==> config.mk <==
export PLATFORM = sky130hd
export DESIGN_NAME = sram_arb
export DESIGN_NICKNAME = d
export VERILOG_FILES = /design/src/rtl/sram_arb.sv
export SDC_FILE = /design/constraint.sdc
export NUM_CORES = 1
export LEC_CHECK = 0
export ABC_AREA = 1
export BUFFER_PORTS_ARGS = -buffer_cell sky130_fd_sc_hd__buf_2
export CORE_AREA = 2 2 100 102
export DETAILED_ROUTE_END_ITERATION = 16
export DIE_AREA = 0 0 102 104
export GPL_TIMING_DRIVEN = 1
export PLACE_DENSITY = 0.68
export SYNTH_ARGS = -nofsm -noshare
export SYNTH_HDL_FRONTEND = slang
export SYNTH_SLANG_ARGS = --single-unit
==> constraint.sdc <==
create_clock -name clk -period 1.2 [get_ports clk]
set_input_delay 0.18 -clock clk [delete_from_list [all_inputs] [get_ports clk]]
set_output_delay 0.18 -clock clk [all_outputs]
set_load 0.01 [all_outputs]
==> src/rtl/sram_arb.sv <==
// Two-port round-robin arbiter into sram_ifc; issue is 1 cycle after grant, read return BASE_LAT+OUT_REG cycles after grant.
// Backpressure: gnt is the combinational ready per port; requesters hold fields until granted, rvalid cannot be stalled.
module sram_arb #(
    parameter int OUT_REG    = 0,
    parameter int BASE_LAT   = 3,
    parameter int FIXED_PRIO = 0
) (
    input  logic        clk,
    input  logic        rst,
    input  logic        req0,
    input  logic        req1,
    input  logic        we0,
    input  logic        we1,
    input  logic [13:0] addr0,
    input  logic [13:0] addr1,
    input  logic [2:0]  conf0,
    input  logic [2:0]  conf1,
    input  logic [31:0] wdata0,
    input  logic [31:0] wdata1,
    output logic        gnt0,
    output logic        gnt1,
    output logic        rvalid0,
    output logic        rvalid1,
    output logic [31:0] rdata0,
    output logic [31:0] rdata1,
    output logic        csb,
    output logic        web,
    output logic [13:0] addr,
    output logic [2:0]  conf,
    output logic [31:0] d_fabric_in,
    output logic        out_reg,
    input  logic [31:0] d_fabric_out
);

    localparam int LAT = BASE_LAT + OUT_REG;

    logic           rr_ptr;     // port that wins the next contended cycle
    logic           take0;
    logic           take1;
    logic           push_rd;
    logic [LAT-1:0] tag_vld;
    logic [LAT-1:0] tag_port;

    always_comb begin
        gnt0 = 1'b0;
        gnt1 = 1'b0;
        if (!rst) begin
            if (FIXED_PRIO != 0) begin
                gnt0 = req0;
                gnt1 = req1 & ~req0;
            end else if (req0 && req1) begin
                gnt0 = ~rr_ptr;
                gnt1 = rr_ptr;
            end else begin
                gnt0 = req0;
                gnt1 = req1;
            end
        end
    end

    assign take0   = req0 & gnt0;
    assign take1   = req1 & gnt1;
    assign push_rd = (take0 & ~we0) | (take1 & ~we1);

    always_ff @(posedge clk) begin
        if (rst) begin
            rr_ptr      <= 1'b0;
            csb         <= 1'b1;
            web         <= 1'b1;
            addr        <= '0;
            conf        <= '0;
            d_fabric_in <= '0;
        end else if (take0 || take1) begin
            rr_ptr      <= take0;
            csb         <= 1'b0;
            web         <= take1 ? ~we1 : ~we0;
            addr        <= take1 ? addr1 : addr0;
            conf        <= take1 ? conf1 : conf0;
            d_fabric_in <= take1 ? wdata1 : wdata0;
        end else begin
            csb <= 1'b1;
            web <= 1'b1;
        end
    end

    // Tag pipeline mirrors the fixed sram_ifc/SRAM read latency.
    always_ff @(posedge clk) begin
        if (rst) begin
            tag_vld  <= '0;
            tag_port <= '0;
        end else begin
            tag_vld[0]  <= push_rd;
            tag_port[0] <= take1;
            for (int i = 1; i < LAT; i++) begin
                tag_vld[i]  <= tag_vld[i-1];
                tag_port[i] <= tag_port[i-1];
            end
        end
    end

    assign rvalid0 = ~rst & tag_vld[LAT-1] & ~tag_port[LAT-1];
    assign rvalid1 = ~rst & tag_vld[LAT-1] & tag_port[LAT-1];
    assign rdata0  = rvalid0 ? d_fabric_out : 32'h0;
    assign rdata1  = rvalid1 ? d_fabric_out : 32'h0;
    assign out_reg = (OUT_REG != 0);

endmodule

==> impl_metrics.toml <==
[synth]
synthArstFlopShare = 0
avgSynthCellArea_um2 = 5.917
synth_fp_nets = 705
ys_seq_area_frac = 0.3449
synthMostInstantiatedCell = "nand3_1"
syn_inst = 569
yosys_register_bits = 58
synth_top_area_frac = 0.3449
synthTopCellsByCount = "nand3_1 (149), inv_1 (142), nand2_1 (101)"
ys_types = 17
synth_ff_type = "dfxtp_1"
synthTopCellsByArea = "dfxtp_1 (34%), nand3_1 (22%), inv_1 (16%), nand2_1 (11%), nor2_1 (7.7%)"
synth_top_cell_by_area = "dfxtp_1"
syn_area_um2 = 3367
synth-edff-count = 0
ys_warn_count = 0

[cts]
clockRootBuffer = "clkbuf_8"
h-tree-depth = 3
clock_latency_ns = 0.34
cts_tree = "yes"
cts_buffers = 9
cts_max_path_buffers = 2
ctsHoldBuffers = 0
clkSinkCount = 58
cts.clk_slew.worst_paths_ns = 0.06

[layout]
fin_area_um2 = 5209
multiInputGateArea_um2 = 1494
finalNonFillerCells = 960
seq_area_um2 = 1166
drive_above_1_share = 0.3753
fillers = 1027
area_growth_pct = 54.70
nets = 957

[outcome]
violations = "setup timing"
status = "complete, but fails checks"

[global_routing]
grt_pass1_vias = 3905
grt_pass1_wl_um = 17800
overflow = 0
antenna_found_initial = 1
grt_usage = 0.2095
grt_max_degree = 51

[die]
die_area_um2 = 10610
core_um2 = 9549
num_rows = 36
pin_count = 256
die_width_um = 102
die_h_um = 104
initial_utilization = 0.3526

[job]
cap_violations = 0

[power]
p_leak_nw = 3.484
ir_drop_mv = 0.8625
power_per_cell_area_nw_per_um2 = 1047

[sta]
max_freq_mhz = 696.3
fin_crit_ns = 1.436
fin_crit_sh = 1.197
fin_ws_ns = -0.2362
fin_worst_skew_ns = 0.005674
grt_setup_unrepaired = "true"
slew_viol_final = 0
hold_viol_final = 0
setup_viol = 67

[placement]
dpl.hpwl_um = 8593
gp_congestion = 0.7727
placed_cell_area_um2 = 4871
port_buffers = 254
dp_slack_ns = 0.02853
dp.cells = 938

[drt]
drt-pass1-iter-count = 4
vias_per_cell = 4.428
ant_nets = 0
wl_per_cell_um = 11.63
dr_total_vias = 4251
drc = 0
first_iter_violations = 178
wirelength_um = 11170

[critical_path]
crit_fanout = 33
worst-setup-path-type = "reg -> out"
required_ns = 1.02
worstSetupStartpoint = "tag_port[2]"
slowest_delay_ns = 0.31
end_kind = "output port"
path_cells = "nand3b_1 > buf_12 > nor2_1 > buf_2"
critPathLaunchType = "flop"
r2r-start = "rr_ptr"
arrival_ns = 1.26
crit_slowest_cell = "dfxtp_2"

[worst_hold_path]
hold_path_class = "in -> reg"
worstHoldStart = "we0"
routing by layer:
layer  global-route usage  vias up  wire, µm
li1                     -     2195         -
met1               0.2267     1856      4367
met2               0.3788      174      5620
met3              0.04973       26       854
met4              0.09238        0       325
met5                    0        -         0
layout by cell type (no fill, tap or decap), drive strengths merged, types with 2 or more instances in the layout:
cell type and count:
o21ai 4, clkinv 2, inv 145, dfxtp 58, nor2 70, nand2 103
buf 279, nand3 149, clkbuf 11, bufinv 2
worst paths after layout:
kind / to / slack, ns / cells past startpoint
max: rdata0[4] / -0.24 / 4
min: tag_vld[0] / 0.05 / 2
max reg2reg: d_fabric_in[4] / 0.06 / 7
min reg2reg: tag_port[2] / 0.40 / 2
power by group:
part | internal, W | switching, W | leakage (nW)
clock | 0.00122 | 0.000804 | 0.109
sequential | 0.00211 | 0.0000884 | 0.484
combinational | 0.000563 | 0.000669 | 2.89
total | 0.00389 | 0.00156 | 3.48
timing repair:
action,in CTS,in global routing
pin swaps,1,0
cloned,0,0
buffers inserted,0,5
endpoints found under the setup margin,68,68
resized for setup,13,10
critical path, delay by kind of cell (launching register included):
family | cells | cell delay (ns)
buffers and inverters | 2 | 0.34
DFF | 1 | 0.31
and+or+nand+nor | 2 | 0.27
final cells by class:
| type | count | area share |
|---|---|---|
| Clock buffer | 11 | 0.02714 |
| Antenna cell | 1 | 0.0004804 |
| Multi-Input combinational cell | 328 | 0.2868 |
| Tap cell | 133 | 0.03195 |
| Clock inverter | 5 | 0.01489 |
| Inverter | 145 | 0.1055 |
| Sequential cell | 58 | 0.2239 |
| Timing Repair Buffer | 279 | 0.3094 |
registers in the layout, summed over array words and instances (netlist names):
signal       count
addr            14
conf             3
csb              1
d_fabric_in     32
rr_ptr           1
tag_port         3
tag_vld          3
web              1
per-stage QoR:
step | setup TNS [ns] | hold WS [ns] | utilization | total power, W
floorplan | 0 | 0.2922 | - | 0.002847
global placement | 0 | 0.3917 | 0.5101 | 0.003423
detailed placement | 0 | 0.3962 | 0.5101 | 0.003434
CTS | -14.55 | 0.03661 | 0.5375 | 0.005484
global route | -19.75 | 0.04165 | 0.5455 | 0.005783
finish | -13.42 | 0.05052 | 0.5455 | 0.005454
logic make-up after synthesis:
family / Yosys count / share of synthesized area
and+or+nand+nor: 323 / 0.4203
buffers and inverters: 183 / 0.2245
DFF: 58 / 0.3449
AOI/OAI and AO/OA: 4 / 0.009290
other: 1 / 0.001114
No activity file was read; power rests on OpenSTA's default activity.
